File: src/rtl/sad_block_accumulator.sv
// sad_block_accumulator: accumulates the sum of absolute differences (SAD)
// for each candidate block of a raster-scanned search window.
// Each SAD result is presented with its candidate row and column to the
// downstream minimum-SAD register.
// When no result is valid, SADOut is held at all-ones so that the downstream
// minimum compare never selects it.
// Optional feature macro: SAD_EARLY_TERM_EN. When it is defined, the
// BestSADIn port is added. A candidate is suppressed once its running sum
// reaches BestSADIn.
//
// state   | meaning
// S_IDLE  | waiting for Start; all counters at zero
// S_ACCUM | accepting pixel pairs and summing |F-T|
// S_EMIT  | one cycle: result is on the outputs, counters advance
// S_DONE  | one cycle: Done pulse after the last candidate
module sad_block_accumulator #(
  parameter int BLOCK_W     = 4,
  parameter int BLOCK_H     = 4,
  parameter int SEARCH_ROWS = 8,
  parameter int SEARCH_COLS = 8,
  parameter int PIX_W       = 8
) (
  input  logic             Clk,
  input  logic             Rst,
  input  logic             Start,
  input  logic             InValid,
  output logic             InReady,
  input  logic [PIX_W-1:0] FramePixel,
  input  logic [PIX_W-1:0] TemplatePixel,
`ifdef SAD_EARLY_TERM_EN
  input  logic [31:0]      BestSADIn,
`endif
  output logic [31:0]      SADOut,
  output logic [7:0]       SADRowOut,
  output logic [7:0]       SADColumnOut,
  output logic             SADValid,
  output logic             Busy,
  output logic             Done
);

  localparam int NPIX  = BLOCK_W * BLOCK_H;
  localparam int CNT_W = (NPIX > 1) ? $clog2(NPIX) : 1;
  localparam logic [CNT_W-1:0] LAST_PIX = CNT_W'(NPIX - 1);
  localparam logic [7:0] LAST_ROW = 8'(SEARCH_ROWS - 1);
  localparam logic [7:0] LAST_COL = 8'(SEARCH_COLS - 1);

  typedef enum logic [1:0] {S_IDLE, S_ACCUM, S_EMIT, S_DONE} state_t;

  state_t           state, state_next;
  logic [31:0]      acc;
  logic [CNT_W-1:0] pix_cnt;
  logic [7:0]       row_cnt, col_cnt;
  logic             rejected;

  logic [PIX_W-1:0] abs_diff;
  logic [31:0]      sum_next;
  logic             beat, last_beat, last_cand, early_hit, reject_now;

  // Per-beat arithmetic and decode of the current candidate position.
  always_comb begin
    abs_diff   = (FramePixel >= TemplatePixel) ? (FramePixel - TemplatePixel)
                                               : (TemplatePixel - FramePixel);
    sum_next   = acc + 32'(abs_diff);
    beat       = InValid && (state == S_ACCUM);
    last_beat  = beat && (pix_cnt == LAST_PIX);
    last_cand  = (row_cnt == LAST_ROW) && (col_cnt == LAST_COL);
`ifdef SAD_EARLY_TERM_EN
    early_hit  = (sum_next >= BestSADIn);
`else
    early_hit  = 1'b0;
`endif
    reject_now = rejected || early_hit;
  end

  // State register.
  always_ff @(posedge Clk) begin
    if (Rst) state <= S_IDLE;
    else     state <= state_next;
  end

  // Next-state logic and the handshake/status outputs decoded from state.
  always_comb begin
    state_next = state;
    InReady    = 1'b0;
    Busy       = 1'b0;
    Done       = 1'b0;
    case (state)
      S_IDLE:  if (Start) state_next = S_ACCUM;
      S_ACCUM: begin
        InReady = 1'b1;
        Busy    = 1'b1;
        if (last_beat) state_next = S_EMIT;
      end
      S_EMIT: begin
        Busy       = 1'b1;
        state_next = last_cand ? S_DONE : S_ACCUM;
      end
      S_DONE: begin
        Done       = 1'b1;
        state_next = S_IDLE;
      end
      default: state_next = S_IDLE;
    endcase
  end

  // Accumulator and counters. The result registers are loaded on the last
  // beat, so they are visible during the EMIT cycle.
  always_ff @(posedge Clk) begin
    if (Rst) begin
      acc          <= '0;
      pix_cnt      <= '0;
      row_cnt      <= '0;
      col_cnt      <= '0;
      rejected     <= 1'b0;
      SADOut       <= 32'hFFFF_FFFF;
      SADRowOut    <= '0;
      SADColumnOut <= '0;
      SADValid     <= 1'b0;
    end else begin
      SADValid <= 1'b0;
      SADOut   <= 32'hFFFF_FFFF;
      case (state)
        S_ACCUM: begin
          if (beat) begin
            acc      <= sum_next;
            rejected <= reject_now;
            if (!last_beat) pix_cnt <= pix_cnt + CNT_W'(1);
            if (last_beat && !reject_now) begin
              SADValid     <= 1'b1;
              SADOut       <= sum_next;
              SADRowOut    <= row_cnt;
              SADColumnOut <= col_cnt;
            end
          end
        end
        S_EMIT: begin
          acc      <= '0;
          pix_cnt  <= '0;
          rejected <= 1'b0;
          if (col_cnt == LAST_COL) begin
            col_cnt <= '0;
            row_cnt <= (row_cnt == LAST_ROW) ? 8'd0 : row_cnt + 8'd1;
          end else begin
            col_cnt <= col_cnt + 8'd1;
          end
        end
        default: ;
      endcase
    end
  end

endmodule

File: config.mk
export PLATFORM = sky130hd
export DESIGN_NAME = sad_block_accumulator
export DESIGN_NICKNAME = d
export VERILOG_FILES = /design/src/rtl/sad_block_accumulator.sv
export SDC_FILE = /design/constraint.sdc
export NUM_CORES = 1
export LEC_CHECK = 0
export CELL_PAD_IN_SITES_DETAIL_PLACEMENT = 1
export CELL_PAD_IN_SITES_GLOBAL_PLACEMENT = 2
export CORE_UTILIZATION = 33
export DETAILED_ROUTE_END_ITERATION = 6
export GPL_TIMING_DRIVEN = 0
export PLACE_DENSITY = 0.78
export SYNTH_ARGS = -nofsm -noshare
export SYNTH_HDL_FRONTEND = slang
export SYNTH_SLANG_ARGS = --single-unit
export TNS_END_PERCENT = 30
File: constraint.sdc
create_clock -name Clk -period 4.8 [get_ports Clk]
set_clock_uncertainty 0.05 [all_clocks]
set_input_delay 0.48 -clock Clk [delete_from_list [all_inputs] [get_ports Clk]]
set_output_delay 0.48 -clock Clk [all_outputs]
set_load 0.02 [all_outputs]
==> summary.txt, run 1 <==
Outcome
  • Status: complete, no violations

Timing
  • Final Setup Violations: 0
  • Final Cycle Share: 0.930
  • Final Hold Viols: 0
  • Fin crit period: 4460 ps
  • Final WS setup: 337 ps
  • WHS: 404 ps
  • Maximum clock frequency: 224 MHz
  • Setup TNS: 0 ps
  • Worst-margin pin slew: 737 ps
  • Final Max Tran Viols: 0
  • Rel. slew slack: 0.495
  • RSZ-0062 raised after global routing: false

Logic synthesis
  • Largest area contributor in the netlist: dfxtp_1
  • Post-synth EDFFs: 0
  • Synth top area share: 0.383
  • Register area share after synthesis: 0.383
  • Distinct cell type count after synthesis: 70
  • Synth Flop Type: dfxtp_1
  • Syn Area/Cell: 8.49 um2
  • Seq cells post-synth: 103
  • FFs w/ async S/R, synth: 0
  • Warnings from Yosys: 0
  • Synth top area cells: dfxtp_1, ha_1, nand2_1, a21oi_1, xor2_1
  • Cells after Synth: 634
  • Synthesized Nets: 687
  • Post-Synthesis Cell Area: 5380 um2

Finish
  • Post-layout util: 0.420
  • Final #Nets: 768
  • Share of post-route cells with drive strength above 1: 0.0765
  • Area Growth Syn to Fin: 23.8%
  • Fin cells: 935
  • Finished Cell Area: 6670 um2
  • ANT cells: 0

Global route
  • First-pass GRT wire length: 24.9 mm
  • Remaining Overflow, GRT: 0
  • GR Util All Layers: 0.190
  • Initial antenna violation count: 0
  • Vias in the first global route: 4911
  • Pin count of the biggest net entering global routing: 17

Clock network
  • Clock Latency Late Sink: 360 ps
  • Worst-path clk slew: 70 ps
  • CTS root buf: clkbuf_16
  • CTS tree: built
  • Clock buffer depth: 2
  • # hold bufs at CTS: 0
  • Clk sinks: 103
  • H-Tree Depth: 3
  • Total CTS buffers: 9

Die
  • Die area: 16800 um2
  • Core Footprint: 15900 um2
  • IO Pins: 72
  • Row count: 46
  • Die Y: 130 um
  • Die Wd: 130 um
  • Initial Utilization: 0.339

Route
  • Routed vias/inst: 5.02
  • Total number of vias: 4694
  • Final WL: 14.8 mm
  • Drt first pass iters: 4
  • Iteration-0 DRC Markers: 154
  • Wire per inst: 15.8 um
  • Antenna viol nets, final: 0
  • # DRC: 0

Placement
  • Cells after DPL: 920
  • DP HPWL: 11.0 mm
  • Placed inst area: 6350 um2
  • GP Congestion: 0.847
  • DP Worst Slack: -80.0 ps
  • Port Buffer Count: 70

Pwr
  • VDD IR max: 0.000179 V
  • Pwr Total: 2.23 mW
  • Pwr/cell area: 335 nW/um2
  • Leak Pwr: 2.54 nW

Worst setup path
  • Crit end category: flop
  • Crit-path max cell delay: 480 ps
  • CP max-delay cell: clkdlybuf4s50_1
  • Worst path cell trace: clkdlybuf4s50_1, ha_1, inv_1, fa_1, nand3_1, nand4b_1, a221oi_2, buf_4, nor2_1, a22oi_1, xor2_1, ha_1, nand2_1, o21ai_0, and3_1, buf_2, o2111ai_1, or3_1, o21ai_0
  • Reg2Reg Depth: 10
  • FF-to-FF Start: state[0]
  • Data required, critical path: 5030 ps
  • Startpoint types: input pin
  • Crit path launch: TemplatePixel[0]
  • Worst-path fanout max: 10
  • Crit Path Class: in2reg
  • Crit path DAT: 4690 ps

Flow run
  • Max_cap viols: 0

Min path
  • HP Class: reg2reg
  • Worst Hold Depth: 2
  • Worst Hold Launch: SADColumnOut[7]
-- registers in the layout, summed over array words and instances (netlist names) --
register      flops
pix_cnt           4
SADOut           32
SADRowOut         8
state             2
row_cnt           8
acc              32
SADColumnOut      8
col_cnt           8
SADValid          1
-- worst max-delay path: cells and delay by family --
kind | cells | cell delay [ps]
xor+xnor | 1 | 100
fa+ha+maj | 3 | 950
compound gates | 5 | 1110
simple gates | 6 | 1020
buf+inv | 4 | 1040
-- final cells by class --
type	instances	area (um2)
fill	1930	9220
multi-input combinational	462	3040
sequential	103	2060
timing repair buffer	70	701
tap	216	270
clock buffer	11	253
inverter	40	150
buffer	29	135
clock inverter	4	52.6
-- kinds of logic (layout without fill, tap and decap cells) --
kind of cell	after synthesis	in the layout	synth area share
adder cells (fa/ha/maj)	33	33	0.0809
AND/OR/NAND/NOR	230	230	0.220
flip-flops	103	103	0.383
multiplexers	7	7	0.0135
XOR/XNOR	45	45	0.0732
buffers and inverters	69	154	0.0530
AO/OA/AOI/OAI	147	147	0.176
-- report_power, final --
| group | total [mW] | switching (mW) | internal [mW] |
|---|---|---|---|
| registers | 0.909 | 0.0259 | 0.883 |
| logic | 0.550 | 0.336 | 0.214 |
| clock network | 0.773 | 0.341 | 0.432 |
| total | 2.23 | 0.703 | 1.53 |
-- worst paths after layout --
kind                endpoint  slack (ps)
min reg2reg  SADColumnOut[7]         400
max                  acc[31]         340
max reg2reg          acc[22]        2120
min          SADColumnOut[7]         400
-- Yosys cell counts (3+ instances only) --
library cell,instances
dfxtp_1,103
fa_1,3
and3_1,8
o2111ai_1,4
nand3_1,12
clkbuf_1,19
ha_1,30
or2_2,3
o21ai_0,33
xor2_1,26
a21oi_1,53
buf_4,3
o21a_1,4
nor3_1,11
mux2i_1,5
nor4_1,5
or3_1,17
a21o_1,13
xnor2_1,19
inv_1,40
nand2_1,86
and3_2,3
nor2b_1,8
or4_1,3
buf_2,4
a22oi_1,4
nor2_1,42
nand4_1,10
o211ai_1,7
-- layer usage --
layer / global-route usage / share of wire / vias up
met5: 0 / 0 / -
met4: 0.0705 / 0.017 / 0
met3: 0.0275 / 0.024 / 18
met2: 0.327 / 0.48 / 62
met1: 0.240 / 0.48 / 2265
li1: - / - / 2349
-- layout by cell type, fill, tap and decap left out, types with 4 or more instances in the layout --
master and instances:
a21o_1 13, a21oi_1 53, a22oi_1 4, and3_1 8
buf_2 4, clkbuf_1 19, clkbuf_16 9, clkdlybuf4s50_1 70
dfxtp_1 103, ha_1 30, inv_1 40, mux2i_1 5
nand2_1 86, nand3_1 12, nand4_1 10, nor2_1 42
nor2b_1 8, nor3_1 10, nor4_1 5, o2111ai_1 4
o211ai_1 7, o21a_1 4, o21ai_0 33, or3_1 17
xnor2_1 19, xor2_1 26
-- timing repair --
| action | CTS | global route |
|---|---|---|
| endpoints found under the setup margin | 0 | 1 |
| resized for setup | 0 | 1 |
| setup buffers | 0 | 0 |
(Power assumes the default switching activity.)
==> inputs of run 2 (changes only) <==
Settings changed: GPL_ROUTABILITY_DRIVEN from default to 0, PLACE_DENSITY 0.78 to default, PLACE_DENSITY_LB_ADDON from default to 0.1.
Clock period 4.8 ns to 5.4 ns, I/O delays scaled along.
==> run 2 against run 1 <==
Largest power group unchanged. Critical path depth shrank 1. Sequential cell count is the same. Worst hold slack gained 2.4 ps. Core utilization unchanged. Non-clock buffer count stayed put. Highest routed layer unchanged. Total power decreased by 11%. Register-to-register slack better by 660 ps. Clock power fell by 9.7%. Die area unchanged. Cell count is the same. Critical path type unchanged. Final area is the same. Sequential share of layout area did not move.
==> summary.txt, run 2 (same netlist as run 1, synthesis figures left out) <==
Finish
  • Final #Nets: 768
  • Post-layout util: 0.420
  • Largest regs: SADOut: 32 flops, acc: 32 flops
  • Register area: 2060 um2
  • Area Growth Syn to Fin: 23.8%
  • ANT cells: 0
  • Most frequent cells in the layout: dfxtp_1, nand2_1, clkdlybuf4s50_1
  • Fin cells: 935
  • Multi-input logic area: 3040 um2
  • Share of post-route cells with drive strength above 1: 0.0737
  • Commonest non-fill, non-tap cell in the layout: dfxtp_1
  • FILL cells: 1898

Min path
  • Worst Hold Depth: 2
  • HP Class: reg2reg

Die
  • Row count: 46
  • Die Wd: 130 um
  • Die Y: 130 um
  • IO Pins: 72
  • Die area: 16800 um2
  • Initial Utilization: 0.339
  • Core Footprint: 15900 um2

Timing
  • Final Max Tran Viols: 0
  • Fin crit period: 4540 ps
  • Worst-margin pin slew: 756 ps
  • Final Cycle Share: 0.841
  • Final Hold Viols: 0
  • Final Setup Violations: 0
  • Rel. slew slack: 0.482
  • Setup TNS: 0 ps
  • Maximum clock frequency: 220 MHz
  • RSZ-0062 raised after global routing: false
  • Final WS setup: 856 ps

Pwr
  • Pwr/cell area: 299 nW/um2
  • Sw Share: 0.308
  • NetSw: 613 uW
  • VDD IR max: 0.000149 V
  • Pwr Total: 1.99 mW
  • Combinational share of power: 0.243
  • Clock power frac: 0.350
  • Leak Pwr: 2.54 nW
  • Internal power: 1.38 mW
  • Sequential power share: 0.406

Outcome
  • Status: complete, no violations

Route
  • M1 WL: 6.80 mm
  • Routed wl met3: 306 um
  • Wire per inst: 15.3 um
  • Total number of vias: 4682
  • Antenna viol nets, final: 0
  • Routed vias/inst: 5.01
  • Drt first pass iters: 4
  • Max layer used: met4
  • DR WL met2: 6.99 mm
  • Iteration-0 DRC Markers: 164
  • Final WL: 14.3 mm
  • # DRC: 0

Global route
  • Pin count of the biggest net entering global routing: 17
  • Vias in the first global route: 4697
  • Remaining Overflow, GRT: 0
  • First-pass GRT wire length: 23.4 mm
  • GR Util All Layers: 0.180
  • Initial antenna violation count: 0

Worst setup path
  • Data required, critical path: 5620 ps
  • Crit Path Class: in2reg
  • Worst-path fanout max: 10
  • Reg2Reg Depth: 8
  • Startpoint types: input pin
  • Crit end category: flop
  • Crit path DAT: 4760 ps

Clock network
  • Cts repair resizes: 0
  • Post-CTS setup repair buffer count: 0
  • H-Tree Depth: 3
  • CTS root buf: clkbuf_16
  • # hold bufs at CTS: 0
  • CTS tree: built
  • Total CTS buffers: 9
  • Worst-path clk slew: 70 ps
  • Clk sinks: 103
  • Clock Latency Late Sink: 350 ps
  • Clock buffer depth: 2

Placement
  • Cells after DPL: 920
  • DP Worst Slack: 476 ps
  • Port Buffer Count: 70
  • DP HPWL: 10.9 mm

Flow run
  • Max_cap viols: 0
## run 2: power by group through the flow
stage,Clock (mW),Sequential [mW],Combinational (mW)
floorplan,0,0.820,0.351
global placement,0,0.825,0.476
detailed placement,0,0.827,0.488
CTS,0.717,0.809,0.490
global route,0.756,0.813,0.544
finish,0.698,0.809,0.484
## run 2: through the flow
step	hold slack [ps]	cell area (um2)
2_1_floorplan	382	5380
3_5_place_dp	399	6350
4_1_cts	409	6670
5_1_grt	432	6670
3_3_place_gp	394	6350
6_report	407	6670
## run 2: worst paths after layout
kind	from	end	slack, ps
min reg2reg	SADRowOut[5]	SADRowOut[5]	410
min	SADRowOut[5]	SADRowOut[5]	410
max	FramePixel[0]	SADOut[12]	860
max reg2reg	state[0]	acc[22]	2780
## run 2: area by class of cell
class / count / area share
plain buffers: 29 / 0.0203
clock buffers: 10 / 0.0344
clock inverters: 5 / 0.0122
inverters: 40 / 0.0225
multi-input cells: 462 / 0.456
flip-flops and latches: 103 / 0.309
well taps: 216 / 0.0405
repair buffers: 70 / 0.105
## run 2: worst max-delay path, cell delays in order
cell	delay (ps)
clkdlybuf4s50_1	430
inv_1	70
ha_1	170
inv_1	60
fa_1	410
nand3_1	120
nand4b_1	130
a221oi_2	340
buf_4	240
nor2_1	60
a21oi_1	140
xor2_1	160
ha_1	290
a21o_1	220
nor3_1	600
a21oi_1	310
and3_2	290
o21ai_0	170
## run 2: per-layer routing
| layer | GRT usage | vias up |
|---|---|---|
| met5 | 0 | - |
| met4 | 0.0698 | 0 |
| met3 | 0.0234 | 18 |
| met2 | 0.308 | 54 |
| met1 | 0.229 | 2259 |
| li1 | - | 2351 |
==> inputs of run 3 (changes only) <==
Settings changed: CORE_UTILIZATION 33 to 30.
Clock period 5.4 ns to 4.16 ns, I/O delays scaled along.
==> run 3 against run 2 <==
Sequential power grew 30%. Final area is 5.6% higher. Critical endpoint is now acc[24]. Wire length increased by 3.6%. Combinational power up 53%.
==> summary.txt, run 3 (same netlist as run 1, synthesis figures left out) <==
Finish
  • Area Growth Syn to Fin: 30.8%
  • Most frequent cells in the layout: dfxtp_1, nand2_1, clkdlybuf4s50_1
  • Largest regs: SADOut: 32 flops, acc: 32 flops
  • Share of post-route cells with drive strength above 1: 0.134
  • Final #Nets: 786
  • FILL cells: 2070
  • Commonest non-fill, non-tap cell in the layout: dfxtp_1
  • Post-layout util: 0.404
  • ANT cells: 0

Placement
  • DP Worst Slack: -693 ps
  • Port Buffer Count: 70
  • DP HPWL: 10.9 mm

Pwr
  • Sequential power share: 0.385
  • Internal power: 1.86 mW
  • Clock power frac: 0.342
  • VDD IR max: 0.000203 V
  • NetSw: 858 uW
  • Pwr/cell area: 386 nW/um2
  • Combinational share of power: 0.273
  • Leak Pwr: 2.68 nW
  • Sw Share: 0.315

Global route
  • First-pass GRT wire length: 24.2 mm
  • Remaining Overflow, GRT: 0
  • GR Util All Layers: 0.168
  • Pin count of the biggest net entering global routing: 17
  • Initial antenna violation count: 0
  • Vias in the first global route: 4790

Route
  • Wire per inst: 15.4 um
  • Routed vias/inst: 4.93
  • Final WL: 14.9 mm
  • Drt first pass iters: 4
  • Antenna viol nets, final: 0
  • Iteration-0 DRC Markers: 172
  • Total number of vias: 4749
  • # DRC: 0

Outcome
  • Status: complete, no violations

Die
  • Die Wd: 136 um
  • IO Pins: 72
  • Row count: 48
  • Core Footprint: 17400 um2
  • Initial Utilization: 0.309
  • Die Y: 136 um
  • Die area: 18500 um2

Worst setup path
  • Crit end category: flop
  • WP buf/inv: 4
  • Startpoint types: input pin
  • Crit Path Class: in2reg
  • CP max-delay cell: clkdlybuf4s50_1
  • Crit-path max cell delay: 540 ps
  • FF-to-FF Start: state[1]
  • Flop2flop setup slack: 1540 ps
  • Crit path DAT: 4250 ps
  • Delay-heaviest family, CP: compound AO/OA/AOI/OAI gates
  • R2r endpoint: acc[14]
  • Data required, critical path: 4400 ps
  • Worst-path fanout max: 5
  • Worst path cell trace: clkdlybuf4s50_1, inv_1, fa_2, nand3_2, nand4b_1, a221oi_2, buf_4, buf_6, mux2i_1, xnor2_1, ha_1, nor2b_1, o21a_2, o21ai_4, a2111o_1, or3_1, o21ai_1
  • Reg2Reg Depth: 9

Flow run
  • Max_cap viols: 0

Timing
  • Setup TNS: 0 ps
  • Maximum clock frequency: 249 MHz
  • Final Cycle Share: 0.965
  • Rel. slew slack: 0.503
  • Final Setup Violations: 0
  • Final Max Tran Viols: 0
  • Final Hold Viols: 0
  • Fin crit period: 4020 ps
  • Worst-margin pin slew: 725 ps
  • Final WS setup: 144 ps

Clock network
  • CTS root buf: clkbuf_16
  • Clock Latency Late Sink: 360 ps
  • Clk sinks: 103
  • Clock buffer depth: 2
  • Total CTS buffers: 9
  • H-Tree Depth: 3
  • Worst-path clk slew: 70 ps
  • CTS tree: built

Min path
  • Worst Hold Launch: SADColumnOut[5]
  • Worst Hold Depth: 2
  • HP Class: reg2reg
  • Hold worst-path end: SADColumnOut[5]
==> run 3: cell count changes in the layout (fill, tap and decap cells not counted), sizes merged <==
cell / delta
buf: +20
clkbuf: -1
clkdlybuf4s50: -3
dlymetal6s2s: +3
==> run 3: power by group through the flow <==
stage	logic, mW	registers, mW	clock network [mW]
after floorplan	0.455	1.06	0
after global placement	0.624	1.07	0
after detailed placement	0.633	1.07	0
after CTS	0.680	1.05	0.955
after global routing	0.829	1.06	0.983
final	0.742	1.05	0.930
==> run 3: worst max path at each step <==
stage | start | to | cells after the start
finish | TemplatePixel[1] | acc[24] | 17
global route | TemplatePixel[1] | acc[24] | 17
CTS | FramePixel[0] | acc[30] | 19
detailed placement | FramePixel[0] | SADOut[12] | 18
global placement | TemplatePixel[0] | SADOut[12] | 17
floorplan | FramePixel[0] | acc[16] | 18
==> run 3: final cells by class <==
type,instances,area [um2],share of cell area
Tap cell,225,282,0.0400
Buffer,26,135,0.0192
Sequential cell,103,2060,0.293
Inverter,40,150,0.0213
Clock buffer,11,233,0.0331
Timing Repair Buffer,91,873,0.124
Multi-Input combinational cell,462,3220,0.458
Clock inverter,5,81.3,0.0116
==> run 3: repair_timing <==
item | CTS | global route
cloned | 1 | 0
resized for setup | 25 | 30
setup endpoints to repair | 43 | 52
pin swaps | 6 | 20
hold buffers | 0 | 0
setup buffers | 6 | 14
==> run 3: routing by layer <==
| layer | up-vias | GRT usage | share of wire |
|---|---|---|---|
| li1 | 2386 | - | - |
| met1 | 2282 | 0.218 | 0.48 |
| met2 | 66 | 0.279 | 0.48 |
| met3 | 15 | 0.0242 | 0.025 |
| met4 | 0 | 0.0623 | 0.015 |
| met5 | - | 0 | 0 |
==> run 3: through the flow <==
stage / hold WS [ps] / instances / area, um2 / power (mW)
5_1_grt: 431 / 963 / 7040 / 2.87
2_1_floorplan: 382 / 634 / 5380 / 1.52
4_1_cts: 411 / 951 / 6810 / 2.68
3_3_place_gp: 395 / 929 / 6370 / 1.69
3_5_place_dp: 400 / 929 / 6370 / 1.70
6_report: 409 / 963 / 7040 / 2.72
==> run 3: worst reg2reg max path, stage by stage (launching register included) <==
cell and delay [ps]:
dfxtp_1 360, inv_1 90, ha_1 340, inv_1 140, nor3_1 360, nand2b_1 100, clkbuf_1 270, clkbuf_1 330
o31a_2 360, a31oi_1 140
